--- config.mk ---
export PLATFORM = sky130hd
export DESIGN_NAME = read_ptr_empty
export DESIGN_NICKNAME = d
export VERILOG_FILES = /design/src/rtl/fifo_pkg.sv /design/src/rtl/gray_sync.sv /design/src/rtl/read_ptr_empty.sv
export SDC_FILE = /design/constraint.sdc
export NUM_CORES = 1
export LEC_CHECK = 0
export BUFFER_PORTS_ARGS = -buffer_cell sky130_fd_sc_hd__buf_4
export CAP_MARGIN = 40
export CELL_PAD_IN_SITES_DETAIL_PLACEMENT = 0
export CELL_PAD_IN_SITES_GLOBAL_PLACEMENT = 1
export CORE_UTILIZATION = 44
export CTS_BUF_LIST = sky130_fd_sc_hd__clkbuf_2 sky130_fd_sc_hd__clkbuf_4 sky130_fd_sc_hd__clkbuf_8
export DETAILED_ROUTE_END_ITERATION = 10
export PLACE_DENSITY_LB_ADDON = 0.1
export SKIP_LAST_GASP = 1
export SYNTH_ARGS = -nofsm -noshare
export SYNTH_HDL_FRONTEND = slang
export SYNTH_SLANG_ARGS = --single-unit
--- constraint.sdc ---
create_clock -name read_clk -period 5.38 [get_ports read_clk]
set_input_delay 0.269 -clock read_clk [delete_from_list [all_inputs] [get_ports read_clk]]
set_output_delay 0.269 -clock read_clk [all_outputs]
set_load 0.1 [all_outputs]
--- src/rtl/fifo_pkg.sv ---
// Purpose: shared pointer helpers for the async FIFO read and write pointer controllers.
// Latency: combinational functions only; no state.
// Backpressure: not applicable; the pointer controllers own flow control.
package fifo_pkg;

  // Widest pointer these helpers handle; callers zero-extend into it and slice the result.
  localparam int unsigned GRAY_MAX_W = 32;

  // Pointers carry one extra MSB over the RAM address to tell laps apart.
  function automatic int unsigned ptr_width(input int unsigned adr_w);
    return adr_w + 1;
  endfunction

  // Width-agnostic: a zero-extended binary value maps to a zero-extended Gray value.
  function automatic logic [GRAY_MAX_W-1:0] bin2gray(input logic [GRAY_MAX_W-1:0] b);
    return b ^ (b >> 1);
  endfunction

  // Prefix XOR from the MSB; zero upper bits leave the low slice exact for any width.
  function automatic logic [GRAY_MAX_W-1:0] gray2bin(input logic [GRAY_MAX_W-1:0] g);
    logic [GRAY_MAX_W-1:0] b;
    b[GRAY_MAX_W-1] = g[GRAY_MAX_W-1];
    for (int i = GRAY_MAX_W - 2; i >= 0; i--) begin
      b[i] = b[i+1] ^ g[i];
    end
    return b;
  endfunction

endpackage

--- src/rtl/gray_sync.sv ---
// Purpose: N-stage flop synchroniser for a Gray-coded pointer crossing clock domains.
// Latency: N destination-clock edges from input change to output.
// Backpressure: none; it samples every edge and never stalls.
module gray_sync #(
  parameter int unsigned N = 2,
  parameter int unsigned W = 4
) (
  input  logic         clk,
  input  logic         rst_n,
  input  logic [W-1:0] d_i,
  output logic [W-1:0] q_o
);

  if (N < 2) begin : g_bad_stages
    $error("gray_sync: N must be at least 2");
  end

  logic [W-1:0] stage_q [N];

  // Plain shift chain with nothing between stages so only one Gray bit can be in flight.
  always_ff @(posedge clk or negedge rst_n) begin
    if (!rst_n) begin
      for (int i = 0; i < int'(N); i++) stage_q[i] <= '0;
    end else begin
      stage_q[0] <= d_i;
      for (int i = 1; i < int'(N); i++) stage_q[i] <= stage_q[i-1];
    end
  end

  assign q_o = stage_q[N-1];

endmodule

--- src/rtl/read_ptr_empty.sv ---
// Purpose: read-side pointer, empty/almost-empty/level flags and sticky underflow of the async FIFO.
// Latency: read accepted same edge; a write shows up sync_stages+1 read_clk edges later.
// Backpressure: reads while FIFO_empty are refused (pointer holds) and latch underflow.
module read_ptr_empty
  import fifo_pkg::*;
#(
  parameter int unsigned depth            = 8,
  parameter int unsigned adr_width        = $clog2(depth),
  parameter int unsigned sync_stages      = 2,
  parameter int unsigned almost_empty_thr = 2
) (
  input  logic                 read_clk,
  input  logic                 rst_n,
  input  logic                 read_en,
  input  logic [adr_width:0]   write_ptr_gray,
  input  logic                 clear_underflow,
  output logic [adr_width-1:0] read_adr,
  output logic [adr_width:0]   read_ptr_gray,
  output logic                 FIFO_empty,
  output logic                 FIFO_almost_empty,
  output logic [adr_width:0]   read_level,
  output logic                 underflow
);

  localparam int unsigned PW = ptr_width(adr_width);
  localparam logic [PW-1:0] AE_THR = PW'(almost_empty_thr);

  if (depth < 4 || (depth & (depth - 1)) != 0) begin : g_bad_depth
    $error("read_ptr_empty: depth must be a power of two and at least 4");
  end
  if (adr_width != $clog2(depth)) begin : g_bad_adr
    $error("read_ptr_empty: adr_width must equal clog2(depth)");
  end
  if (sync_stages < 2) begin : g_bad_sync
    $error("read_ptr_empty: sync_stages must be at least 2");
  end
  if (almost_empty_thr > depth - 1) begin : g_bad_thr
    $error("read_ptr_empty: almost_empty_thr must be in 0..depth-1");
  end

  logic [PW-1:0]         rbin_q, rbin_d;
  logic [PW-1:0]         rgray_q, rgray_d;
  logic [PW-1:0]         level_q, level_d;
  logic [PW-1:0]         wsync, wbin;
  logic                  empty_q, empty_d;
  logic                  aempty_q, aempty_d;
  logic                  uf_q, uf_d;
  logic                  rd_ok;
  logic [GRAY_MAX_W-1:0] rgray_full, wbin_full;
  logic                  unused_hi;

  gray_sync #(
    .N (sync_stages),
    .W (PW)
  ) u_wsync (
    .clk   (read_clk),
    .rst_n (rst_n),
    .d_i   (write_ptr_gray),
    .q_o   (wsync)
  );

  // Flags are derived from the next pointer so the read that drains the FIFO raises empty on its own edge.
  always_comb begin
    rd_ok      = read_en & ~empty_q;
    rbin_d     = rd_ok ? rbin_q + PW'(1) : rbin_q;
    rgray_full = bin2gray(GRAY_MAX_W'(rbin_d));
    rgray_d    = rgray_full[PW-1:0];
    wbin_full  = gray2bin(GRAY_MAX_W'(wsync));
    wbin       = wbin_full[PW-1:0];
    level_d    = wbin - rbin_d;
    empty_d    = (rgray_d == wsync);
    aempty_d   = (level_d <= AE_THR);
    uf_d       = (read_en & empty_q) | (uf_q & ~clear_underflow);
  end

  assign unused_hi = ^{rgray_full[GRAY_MAX_W-1:PW], wbin_full[GRAY_MAX_W-1:PW]};

  // All read-domain state; reset drops everything at once and reports an empty FIFO.
  always_ff @(posedge read_clk or negedge rst_n) begin
    if (!rst_n) begin
      rbin_q   <= '0;
      rgray_q  <= '0;
      level_q  <= '0;
      empty_q  <= 1'b1;
      aempty_q <= 1'b1;
      uf_q     <= 1'b0;
    end else begin
      rbin_q   <= rbin_d;
      rgray_q  <= rgray_d;
      level_q  <= level_d;
      empty_q  <= empty_d;
      aempty_q <= aempty_d;
      uf_q     <= uf_d;
    end
  end

  assign read_adr          = rbin_q[adr_width-1:0];
  assign read_ptr_gray     = rgray_q;
  assign read_level        = level_q;
  assign FIFO_empty        = empty_q;
  assign FIFO_almost_empty = aempty_q;
  assign underflow         = uf_q;

endmodule

=== Word-level counts from Yosys, hierarchy flattened ===
Index checks and enable logic that the tools add are counted.

* Input port bits: 8
* Memories: 0
* Output and inout bits: 14
* Word-level logic and storage cells: 23
* Register bits after elaboration: 23
* ROM bits: 0
* Bits in writable memories: 0
* Latch bits: 0

* Shift operators: 0
* Eq/ne operators: 1
* Divide/modulo/power cells: 0
* $lt $le $gt $ge: 1
* Add/subtract/negate cells: 2
* $mul: 0
* Mux-type cells: 1
* Bitwise operators: 10
* Reduce and logical (&&, ||, !) cells: 0

{| class="wikitable"
|+ Operators with widths
! kind !! count
|-
| adder 4 x 1 -> 4 bit, second input constant || 1
|-
| == test 4 bit || 1
|-
| <= comparator 4 x 2 -> 1 bit, second input constant || 1
|-
| 2-to-1 mux 4 bit || 1
|-
| subtractor 4 bit || 1
|-
| bitwise XOR 4 x 3 -> 4 bit || 1
|-
| AND 1 bit || 3
|-
| bitwise XOR 1 bit || 3
|-
| NOT 1 bit || 2
|-
| bitwise OR 1 bit || 1
|}

=== Longest topological paths before layout ===
Gate-level depths: netlist of the first run.

* Word-level depth: 5
* Mapped depth: 10
* Gate-level depth less buffers: 10

=== By module ===
Synthesis of the first run repeated with hierarchy kept, for this count alone.

* Cells, all modules: 80
* Area total of the unflattened synthesis: 1043.5 um2

{| class="wikitable"
|+ By module, submodules not included
! module !! area each (um2) !! times used !! sequential area each (um2) !! cells each
|-
| read_ptr_empty || 813.3 || 1 || 352.8 || 68
|-
| gray_sync || 230.2 || 1 || 200.2 || 12
|}

=== Worst setup path after synthesis of the first run ===
No wires, ideal clock.

* Path kind: register to register
* Start point: register rbin_q[0]
* End point: register level_q[3] (netlist: read_level[3])
* Setup slack: 2.456 ns
* Arrival: 2.801 ns
* Path buffers: 0
* Library setup time: 0.123 ns
* Cell stages (with the launch flop): 8
* Clock period less this slack: 2.924 ns
* Required time: 5.257 ns
* Path through: dfrtp_1 -> ha_1 -> mux2i_2 -> ha_1 -> a21oi_1 -> mux2i_1 -> mux2i_1 -> xnor2_1

* Cells in the longest elaborated chain, start to end: 3

{| class="wikitable"
|+ RTL lines
! what !! RTL line !! text
|-
| from (decl) || read_ptr_empty.sv:41 || <nowiki>logic [PW-1:0] rbin_q, rbin_d;</nowiki>
|-
| from (signal assigned) || read_ptr_empty.sv:88 || <nowiki>rbin_q <= rbin_d;</nowiki>
|-
| adder 4 x 1 -> 4 bit || read_ptr_empty.sv:65 || <nowiki>rbin_d = rd_ok ? rbin_q + PW'(1) : rbin_q;</nowiki>
|-
| 2-to-1 mux 4 bit (*) || read_ptr_empty.sv:65 ||
|-
| subtractor 4 bit (*) || read_ptr_empty.sv:70 || <nowiki>level_d = wbin - rbin_d;</nowiki>
|-
| via level_d[3] || read_ptr_empty.sv:43 || <nowiki>logic [PW-1:0] level_q, level_d;</nowiki>
|-
| to (signal assigned) || read_ptr_empty.sv:90 || <nowiki>level_q <= level_d;</nowiki>
|-
| to (decl) || read_ptr_empty.sv:43 ||
|}

Mark *: on every way through the listed nets, which the timed path passes. The rest lies on a longest branch.

=== Worst setup path in the final report of the first run ===
Ends and elaborated chain as after synthesis.

==> report_table.html, run 1 <==
<table>
<tr><th>Metric</th><th>Value</th></tr>
<tr><th colspan="2">Final layout</th></tr>
<tr><td>Fraction of final layout cells sized beyond drive strength 1</td><td>32.67%</td></tr>
<tr><td>Multi-input gate area</td><td>434.2 µm²</td></tr>
<tr><td>Filler cell count in the final layout</td><td>195</td></tr>
<tr><td>Area growth from synthesis to final layout</td><td>22.22%</td></tr>
<tr><td>Diode insertion count for antenna repair</td><td>0</td></tr>
<tr><td>Combined flip-flop and latch cell area</td><td>553.0 µm²</td></tr>
<tr><td>Final net count</td><td>115</td></tr>
<tr><th colspan="2">STA</th></tr>
<tr><td>Period utilisation layout</td><td>45.42%</td></tr>
<tr><td>Period minus WS final</td><td>2.444 ns</td></tr>
<tr><td>Worst slew pin tran</td><td>0.4396 ns</td></tr>
<tr><td>Unrepaired setup endpoints after global routing</td><td>false</td></tr>
<tr><td>Fmax</td><td>409.2 MHz</td></tr>
<tr><td>Final hold vios</td><td>0</td></tr>
<tr><td>Final number of max-transition violations</td><td>0</td></tr>
<tr><td>Setup TNS</td><td>0 ns</td></tr>
<tr><td>Final Skew</td><td>0.003934 ns</td></tr>
<tr><td>Final setup fails</td><td>0</td></tr>
<tr><td>Relative max-transition margin</td><td>70.11%</td></tr>
<tr><th colspan="2">Logic synthesis</th></tr>
<tr><td>Net count of the mapped netlist</td><td>88</td></tr>
<tr><td>Synth area leader</td><td>sky130_fd_sc_hd__dfrtp_1</td></tr>
<tr><td>Cell count after synthesis</td><td>76</td></tr>
<tr><td>Average cell area after synthesis</td><td>13.34 µm²</td></tr>
<tr><td>Top-area cell type share of the netlist area</td><td>49.38%</td></tr>
<tr><td>Proportion of synthesized flip-flops having asynchronous set or reset</td><td>100.0%</td></tr>
<tr><td>Flip-flop and latch count after synthesis</td><td>22</td></tr>
<tr><td>Cells taking the most area after synthesis</td><td>sky130_fd_sc_hd__dfrtp_1 (49%), sky130_fd_sc_hd__xnor2_1 (8.6%), sky130_fd_sc_hd__dfstp_2 (5.2%), sky130_fd_sc_hd__mux2i_1 (4.9%), sky130_fd_sc_hd__ha_1 (3.7%)</td></tr>
<tr><td>Cell area after synthesis</td><td>1013 µm²</td></tr>
<tr><td>Count of different cell masters after synthesis</td><td>28</td></tr>
<tr><td>Post-synth EDFFs</td><td>0</td></tr>
<tr><td>Commonest register cell after synthesis</td><td>sky130_fd_sc_hd__dfrtp_1</td></tr>
<tr><td>YS warnings</td><td>0</td></tr>
<tr><td>Sequential share of the synthesized area</td><td>54.57%</td></tr>
<tr><th colspan="2">Global routing</th></tr>
<tr><td>All-layer global routing usage</td><td>14.04%</td></tr>
<tr><td>Number of antenna violations at the first check in global routing</td><td>0</td></tr>
<tr><td>Number of global-route vias before repair</td><td>576</td></tr>
<tr><td>Grt ovf</td><td>0</td></tr>
<tr><td>First-pass GRT wire length</td><td>2.518 mm</td></tr>
<tr><td>Maximum number of pins on one net before global-route repair</td><td>23</td></tr>
<tr><th colspan="2">Min path</th></tr>
<tr><td>Type of the tightest min-delay check</td><td>in -&gt; reg</td></tr>
<tr><td>Hold Path Origin</td><td>write_ptr_gray[2]</td></tr>
<tr><th colspan="2">CTS</th></tr>
<tr><td>Clock-pin slew of the registers on the worst-case setup and hold paths</td><td>0.11 ns</td></tr>
<tr><td>Clock sink total</td><td>22</td></tr>
<tr><td>Clock Tree Buf Depth</td><td>2</td></tr>
<tr><td>Clock tree from TritonCTS</td><td>done</td></tr>
<tr><td>TritonCTS Buffers</td><td>3</td></tr>
<tr><td>Root buffer selected by CTS</td><td>sky130_fd_sc_hd__clkbuf_4</td></tr>
<tr><td>Total number of H-tree levels</td><td>1</td></tr>
<tr><td>Clock latency reported for the late side of the worst-skew pair</td><td>0.29 ns</td></tr>
<tr><th colspan="2">Floorplanning</th></tr>
<tr><td>Floorplan Core Area</td><td>2191 µm²</td></tr>
<tr><td>Floorplan row count</td><td>17</td></tr>
<tr><td>Die area</td><td>2500 µm²</td></tr>
<tr><td>Overall die width</td><td>50.00 µm</td></tr>
<tr><td>Starting density of the core</td><td>46.26%</td></tr>
<tr><td>Top-level I/O count</td><td>22</td></tr>
<tr><td>Die Y-Extent</td><td>50.00 µm</td></tr>
<tr><th colspan="2">Routing</th></tr>
<tr><td>Wire length per cell after detailed routing</td><td>11.67 µm</td></tr>
<tr><td>Vias per Instance</td><td>4.558</td></tr>
<tr><td>Initial DRC Count</td><td>7</td></tr>
<tr><td>Total vias in the final route</td><td>588</td></tr>
<tr><td>Routed wire length</td><td>1.506 mm</td></tr>
<tr><td>Antenna Violating Nets Remaining</td><td>0</td></tr>
<tr><td>Router iterations before antenna repair</td><td>2</td></tr>
<tr><td>Number of remaining DRC errors</td><td>0</td></tr>
<tr><th colspan="2">Worst setup path</th></tr>
<tr><td>Peak fanout along the critical path</td><td>6</td></tr>
<tr><td>Reg2reg start</td><td>rbin_q[0]$_DFF_PN0_</td></tr>
<tr><td>Critical setup path kind</td><td>reg -&gt; reg</td></tr>
<tr><td>Startpoint of the most critical setup path</td><td>rbin_q[0]$_DFF_PN0_</td></tr>
<tr><td>Crit path DAT</td><td>2.63 ns</td></tr>
<tr><td>Crit path required time</td><td>5.57 ns</td></tr>
<tr><td>Critical Path Start Type</td><td>register</td></tr>
<tr><td>Kind of end point of the critical path</td><td>register</td></tr>
<tr><th colspan="2">Place</th></tr>
<tr><td>Dpl hpwl</td><td>1.173 mm</td></tr>
<tr><td>Number of buffer cells added on primary ports</td><td>21</td></tr>
<tr><td>Global placer's final weighted congestion</td><td>0.6965</td></tr>
<tr><th colspan="2">Flow run</th></tr>
<tr><td>Max-cap violations</td><td>0</td></tr>
<tr><th colspan="2">Run status</th></tr>
<tr><td>Outcome</td><td>complete, no violations</td></tr>
</table>
cell families (layout without fill, tap and decap cells):
kind of cell,after synthesis,in the layout,share of synthesized area (%)
multiplexers,6,6,6.296
XOR/XNOR,16,16,18.52
adder cells (fa/ha/maj),4,4,5.679
AND/OR/NAND/NOR,16,16,9.384
flip-flops,22,22,54.57
buffers and inverters,7,32,2.592
AO/OA/AOI/OAI,5,5,2.963
repair_timing:
item                                   CTS  global route
setup buffers                            0             0
endpoints found under the hold margin   20             0
hold buffers                             1             0
resized for setup                        0             0
cell usage in the layout (no fill, tap or decap), types with 2 or more instances in the layout:
cell type and count:
sky130_fd_sc_hd__buf_4 21, sky130_fd_sc_hd__nand2_1 4, sky130_fd_sc_hd__clkbuf_4 3, sky130_fd_sc_hd__a21oi_1 2
sky130_fd_sc_hd__mux2i_1 5, sky130_fd_sc_hd__dfstp_2 2, sky130_fd_sc_hd__nand3_1 2, sky130_fd_sc_hd__dfrtp_1 20
sky130_fd_sc_hd__nor2b_1 2, sky130_fd_sc_hd__inv_1 6, sky130_fd_sc_hd__ha_1 3, sky130_fd_sc_hd__nor2_1 2
sky130_fd_sc_hd__xnor2_1 10, sky130_fd_sc_hd__xor2_1 2
registers in the layout, indices dropped and copies added (netlist names):
register and flops:
rbin_q 4, read_level 4, u_wsync.q_o 4, u_wsync.stage_q 4, read_ptr_gray 3, FIFO_almost_empty 1
FIFO_empty 1, underflow 1
path summary, 6_finish.rpt:
kind / to / slack, ns / cells past startpoint
min in group asynchronous: read_level[1]$_DFF_PN0_ / 0.38 / 2
min reg2reg: u_wsync.q_o[0]$_DFF_PN0_ / 0.36 / 0
min: u_wsync.stage_q[6]$_DFF_PN0_ / 0.07 / 1
max in group asynchronous: FIFO_empty$_DFF_PN1_ / 4.73 / 2
max reg2reg: read_level[3]$_DFF_PN0_ / 2.94 / 7
max: read_level[3]$_DFF_PN0_ / 2.94 / 7
synthesized netlist by cell type (2+ instances only):
library cell	instances
sky130_fd_sc_hd__nand3_1	2
sky130_fd_sc_hd__dfrtp_1	20
sky130_fd_sc_hd__nor2_1	2
sky130_fd_sc_hd__nand2_1	4
sky130_fd_sc_hd__inv_1	6
sky130_fd_sc_hd__xnor2_1	10
sky130_fd_sc_hd__a21oi_1	2
sky130_fd_sc_hd__mux2i_1	5
sky130_fd_sc_hd__xor2_1	2
sky130_fd_sc_hd__nor2b_1	2
sky130_fd_sc_hd__ha_1	3
sky130_fd_sc_hd__dfstp_2	2
critical path: stages, from the launching register on:
cell,delay [ns]
sky130_fd_sc_hd__dfrtp_1,0.48
sky130_fd_sc_hd__ha_1,0.36
sky130_fd_sc_hd__mux2i_2,0.38
sky130_fd_sc_hd__ha_1,0.31
sky130_fd_sc_hd__a21oi_1,0.24
sky130_fd_sc_hd__mux2i_1,0.30
sky130_fd_sc_hd__mux2i_1,0.13
sky130_fd_sc_hd__xnor2_1,0.14
layout make-up:
cell class / count / share of cell area, %
Tap cell: 28 / 2.828
Clock buffer: 3 / 1.818
Multi-Input combinational cell: 47 / 35.05
Timing Repair Buffer: 22 / 13.54
Sequential cell: 22 / 44.65
Inverter: 7 / 2.121
through the flow:
stage / std cells / utilization, % / cell area [µm²] / hold WS (ns) / setup WS (ns)
2_1_floorplan: 76 / - / 1013 / -0.02659 / 2.456
3_3_place_gp: 125 / 55.05 / 1206 / 0.1670 / 3.003
3_5_place_dp: 125 / 55.05 / 1206 / 0.1725 / 2.907
4_1_cts: 129 / 56.54 / 1239 / 0.06141 / 2.883
5_1_grt: 129 / 56.54 / 1239 / 0.03913 / 2.779
6_report: 129 / 56.54 / 1239 / 0.07370 / 2.936
metal layers:
metal / vias up / track usage (%) / share of wire [%]
met5: - / 0 / 0
met4: 0 / 7.143 / 0.86
met3: 2 / 2.778 / 3.5
met2: 15 / 21.78 / 48
met1: 276 / 18.47 / 48
li1: 295 / - / -
Power of run 1 is not shown: default switching activity piles up to over one toggle a cycle in this logic, so the estimate is an artifact.
==> run 2: changes to the inputs <==
Settings changed: ABC_AREA set to 1, CORE_UTILIZATION 44 to 41.
Clock period 5.38 ns to 2.5 ns, I/O delays scaled along.
==> report_table.html, run 2 <==
<table>
<tr><th>Metric</th><th>Value</th></tr>
<tr><th colspan="2">Run status</th></tr>
<tr><td>Outcome</td><td>complete, no violations</td></tr>
<tr><th colspan="2">Routing</th></tr>
<tr><td>Routed wire length</td><td>1.879 mm</td></tr>
<tr><td>Number of remaining DRC errors</td><td>0</td></tr>
<tr><td>Initial DRC Count</td><td>12</td></tr>
<tr><td>Antenna Violating Nets Remaining</td><td>0</td></tr>
<tr><td>Router iterations before antenna repair</td><td>4</td></tr>
<tr><td>Total vias in the final route</td><td>802</td></tr>
<tr><td>Wire length per cell after detailed routing</td><td>10.92 µm</td></tr>
<tr><td>Vias per Instance</td><td>4.663</td></tr>
<tr><th colspan="2">STA</th></tr>
<tr><td>Final hold vios</td><td>0</td></tr>
<tr><td>Fmax</td><td>437.9 MHz</td></tr>
<tr><td>Relative max-transition margin</td><td>75.47%</td></tr>
<tr><td>Unrepaired setup endpoints after global routing</td><td>false</td></tr>
<tr><td>Period minus WS final</td><td>2.284 ns</td></tr>
<tr><td>Period utilisation layout</td><td>91.34%</td></tr>
<tr><td>Final Skew</td><td>0.002782 ns</td></tr>
<tr><td>Final setup fails</td><td>0</td></tr>
<tr><td>Final number of max-transition violations</td><td>0</td></tr>
<tr><td>Setup TNS</td><td>0 ns</td></tr>
<tr><td>Worst slew pin tran</td><td>0.3666 ns</td></tr>
<tr><th colspan="2">Global routing</th></tr>
<tr><td>First-pass GRT wire length</td><td>3.325 mm</td></tr>
<tr><td>Number of global-route vias before repair</td><td>793</td></tr>
<tr><td>Maximum number of pins on one net before global-route repair</td><td>23</td></tr>
<tr><td>All-layer global routing usage</td><td>17.21%</td></tr>
<tr><td>Number of antenna violations at the first check in global routing</td><td>0</td></tr>
<tr><td>Grt ovf</td><td>0</td></tr>
<tr><th colspan="2">Min path</th></tr>
<tr><td>Hold Path Origin</td><td>read_en</td></tr>
<tr><td>Worst min-delay path endpoint</td><td>underflow$_DFF_PN0_</td></tr>
<tr><td>Number of instances on the worst hold path</td><td>3</td></tr>
<tr><td>Type of the tightest min-delay check</td><td>in -&gt; reg</td></tr>
<tr><th colspan="2">Worst setup path</th></tr>
<tr><td>Peak fanout along the critical path</td><td>4</td></tr>
<tr><td>Crit-path slowest cell</td><td>sky130_fd_sc_hd__fa_1</td></tr>
<tr><td>Total number of cells along the worst setup path</td><td>11</td></tr>
<tr><td>Critical Path Start Type</td><td>register</td></tr>
<tr><td>Worst-case register-to-register setup slack</td><td>0.22 ns</td></tr>
<tr><td>Critical R2R Capture</td><td>FIFO_almost_empty$_DFF_PN1_</td></tr>
<tr><td>Cell family contributing the most delay on the critical path</td><td>adder cells</td></tr>
<tr><td>Cell repeated most along the worst path</td><td>sky130_fd_sc_hd__nand2_1</td></tr>
<tr><td>Critical path buffer and inverter count</td><td>2</td></tr>
<tr><td>Largest stage delay on the critical path</td><td>0.48 ns</td></tr>
<tr><td>Crit path DAT</td><td>2.54 ns</td></tr>
<tr><td>Kind of end point of the critical path</td><td>register</td></tr>
<tr><td>Worst path cell trace</td><td>inv_1, nand2_1, nand2_1, xor2_1, xor2_1, ha_1, inv_1, fa_1, nand2_1, nand3_1, nor2_1</td></tr>
<tr><td>Cells on worst reg2reg path</td><td>11</td></tr>
<tr><td>Crit path required time</td><td>2.75 ns</td></tr>
<tr><td>Critical setup path kind</td><td>reg -&gt; reg</td></tr>
<tr><td>Reg2reg start</td><td>u_wsync.q_o[3]$_DFF_PN0_</td></tr>
<tr><th colspan="2">Logic synthesis</th></tr>
<tr><td>Flip-flop and latch count after synthesis</td><td>22</td></tr>
<tr><td>Post-synth EDFFs</td><td>0</td></tr>
<tr><td>Proportion of synthesized flip-flops having asynchronous set or reset</td><td>100.0%</td></tr>
<tr><td>Cells taking the most area after synthesis</td><td>sky130_fd_sc_hd__dfrtp_1 (50%), sky130_fd_sc_hd__nand2_1 (16%), sky130_fd_sc_hd__nand3_1 (7.5%), sky130_fd_sc_hd__inv_1 (6.0%), sky130_fd_sc_hd__dfstp_2 (5.3%)</td></tr>
<tr><td>Cell area after synthesis</td><td>994.7 µm²</td></tr>
<tr><td>Top cells by instance count after synthesis</td><td>sky130_fd_sc_hd__nand2_1 (42), sky130_fd_sc_hd__dfrtp_1 (20), sky130_fd_sc_hd__inv_1 (16), sky130_fd_sc_hd__nand3_1 (15)</td></tr>
<tr><td>Sequential share of the synthesized area</td><td>55.60%</td></tr>
<tr><td>Synth area leader</td><td>sky130_fd_sc_hd__dfrtp_1</td></tr>
<tr><td>Library cell with the highest instance count after synthesis</td><td>sky130_fd_sc_hd__nand2_1</td></tr>
<tr><td>Average cell area after synthesis</td><td>8.803 µm²</td></tr>
<tr><td>YS warnings</td><td>0</td></tr>
<tr><td>Net count of the mapped netlist</td><td>125</td></tr>
<tr><td>Cell count after synthesis</td><td>113</td></tr>
<tr><td>Top-area cell type share of the netlist area</td><td>50.31%</td></tr>
<tr><td>Count of different cell masters after synthesis</td><td>16</td></tr>
<tr><td>Commonest register cell after synthesis</td><td>sky130_fd_sc_hd__dfrtp_1</td></tr>
<tr><th colspan="2">CTS</th></tr>
<tr><td>Clock-pin slew of the registers on the worst-case setup and hold paths</td><td>0.12 ns</td></tr>
<tr><td>Post-cts sizing count</td><td>0</td></tr>
<tr><td>Total number of H-tree levels</td><td>1</td></tr>
<tr><td>Clock tree from TritonCTS</td><td>done</td></tr>
<tr><td>Clock latency reported for the late side of the worst-skew pair</td><td>0.31 ns</td></tr>
<tr><td>Root buffer selected by CTS</td><td>sky130_fd_sc_hd__clkbuf_4</td></tr>
<tr><td>Clock sink total</td><td>22</td></tr>
<tr><td>Clock Tree Buf Depth</td><td>2</td></tr>
<tr><td>Buffers inserted during post-CTS setup optimization</td><td>0</td></tr>
<tr><td>TritonCTS Buffers</td><td>3</td></tr>
<tr><th colspan="2">Final layout</th></tr>
<tr><td>Final net count</td><td>157</td></tr>
<tr><td>Diode insertion count for antenna repair</td><td>0</td></tr>
<tr><td>Area growth from synthesis to final layout</td><td>30.69%</td></tr>
<tr><td>Leading cell types in the layout, fill and taps excluded</td><td>sky130_fd_sc_hd__nand2_1 (42), sky130_fd_sc_hd__buf_4 (21), sky130_fd_sc_hd__dfrtp_1 (20), sky130_fd_sc_hd__inv_1 (16), sky130_fd_sc_hd__nand3_1 (15)</td></tr>
<tr><td>Most common library cell in the layout ignoring fill and taps</td><td>sky130_fd_sc_hd__nand2_1</td></tr>
<tr><td>Fraction of final layout cells sized beyond drive strength 1</td><td>21.53%</td></tr>
<tr><th colspan="2">Floorplanning</th></tr>
<tr><td>Die Y-Extent</td><td>51.26 µm</td></tr>
<tr><td>Floorplan row count</td><td>17</td></tr>
<tr><td>Starting density of the core</td><td>44.12%</td></tr>
<tr><td>Die area</td><td>2627 µm²</td></tr>
<tr><td>Floorplan Core Area</td><td>2255 µm²</td></tr>
<tr><td>Top-level I/O count</td><td>22</td></tr>
<tr><td>Overall die width</td><td>51.26 µm</td></tr>
<tr><th colspan="2">Place</th></tr>
<tr><td>Number of buffer cells added on primary ports</td><td>21</td></tr>
<tr><td>Global placer's final weighted congestion</td><td>0.7001</td></tr>
<tr><td>Dpl hpwl</td><td>1.369 mm</td></tr>
<tr><th colspan="2">Flow run</th></tr>
<tr><td>Max-cap violations</td><td>0</td></tr>
</table>
run 2: cell types whose count changed after synthesis, moves of 2 or more:
cell	change
sky130_fd_sc_hd__nand2_1	+38
sky130_fd_sc_hd__nand3_1	+13
sky130_fd_sc_hd__inv_1	+10
sky130_fd_sc_hd__xnor2_1	-10
sky130_fd_sc_hd__mux2i_1	-5
sky130_fd_sc_hd__nand2_2	+2
sky130_fd_sc_hd__nor2b_1	-2
run 2: how the worst max path moves through the flow:
stage | endpoint | slack (ns) | startpoint
global route | FIFO_almost_empty$_DFF_PN1_ | 0.02 | u_wsync.q_o[3]$_DFF_PN0_
global placement | FIFO_almost_empty$_DFF_PN1_ | 0.40 | u_wsync.q_o[3]$_DFF_PN0_
detailed placement | FIFO_almost_empty$_DFF_PN1_ | 0.30 | u_wsync.q_o[3]$_DFF_PN0_
finish | FIFO_almost_empty$_DFF_PN1_ | 0.22 | u_wsync.q_o[3]$_DFF_PN0_
CTS | FIFO_almost_empty$_DFF_PN1_ | 0.22 | u_wsync.q_o[3]$_DFF_PN0_
floorplan | FIFO_almost_empty$_DFF_PN1_ | 0.11 | rbin_q[1]$_DFF_PN0_
run 2: layout make-up:
cell class,instances,area [µm²]
clock buffers,3,22.52
clock inverters,1,30.03
fillers,221,954.7
inverters,16,60.06
multi-input cells,75,381.6
flip-flops and latches,22,553.0
well taps,28,35.03
repair buffers,27,217.7
run 2: worst min-delay path: stages:
cell                      delay, ns
sky130_fd_sc_hd__buf_4         0.12
sky130_fd_sc_hd__nand2_1       0.05
sky130_fd_sc_hd__o21ai_0       0.07
run 2: kinds of logic (layout without fill, tap and decap cells):
group           Yosys count  count (layout)  synth area share [%]
xor+xnor                  2               2                 1.761
compound gates            3               3                 1.886
flops                    22              22                 55.60
simple gates             66              66                 28.93
fa+ha+maj                 4               4                 5.787
buf+inv                  16              47                 6.038
run 2: repair_timing:
item / 4_1_cts / 5_1_grt
endpoints found under the hold margin: 27 / 0
hold buffers: 6 / 0
endpoints found under the setup margin: 0 / 0
run 2: stage by stage:
step / utilization (%) / setup WS (ns) / instance area (µm²) / std cells / hold WS, ns
5_1_grt: 57.66 / 0.01543 / 1300 / 172 / 0.1025
4_1_cts: 57.66 / 0.2237 / 1300 / 172 / 0.09091
6_report: 57.66 / 0.2165 / 1300 / 172 / 0.09874
3_5_place_dp: 52.66 / 0.2982 / 1187 / 162 / 0.02311
2_1_floorplan: - / 0.1137 / 994.7 / 113 / -0.1706
3_3_place_gp: 52.66 / 0.3958 / 1187 / 162 / 0.02289
run 2: routing by layer:
metal	up-vias	wire, µm	track usage, %
li1	415	-	-
met1	363	886	22.54
met2	20	880	28.73
met3	4	83	2.381
met4	0	28	6.757
met5	-	0	0
Power of run 2 is left out for the same reason.
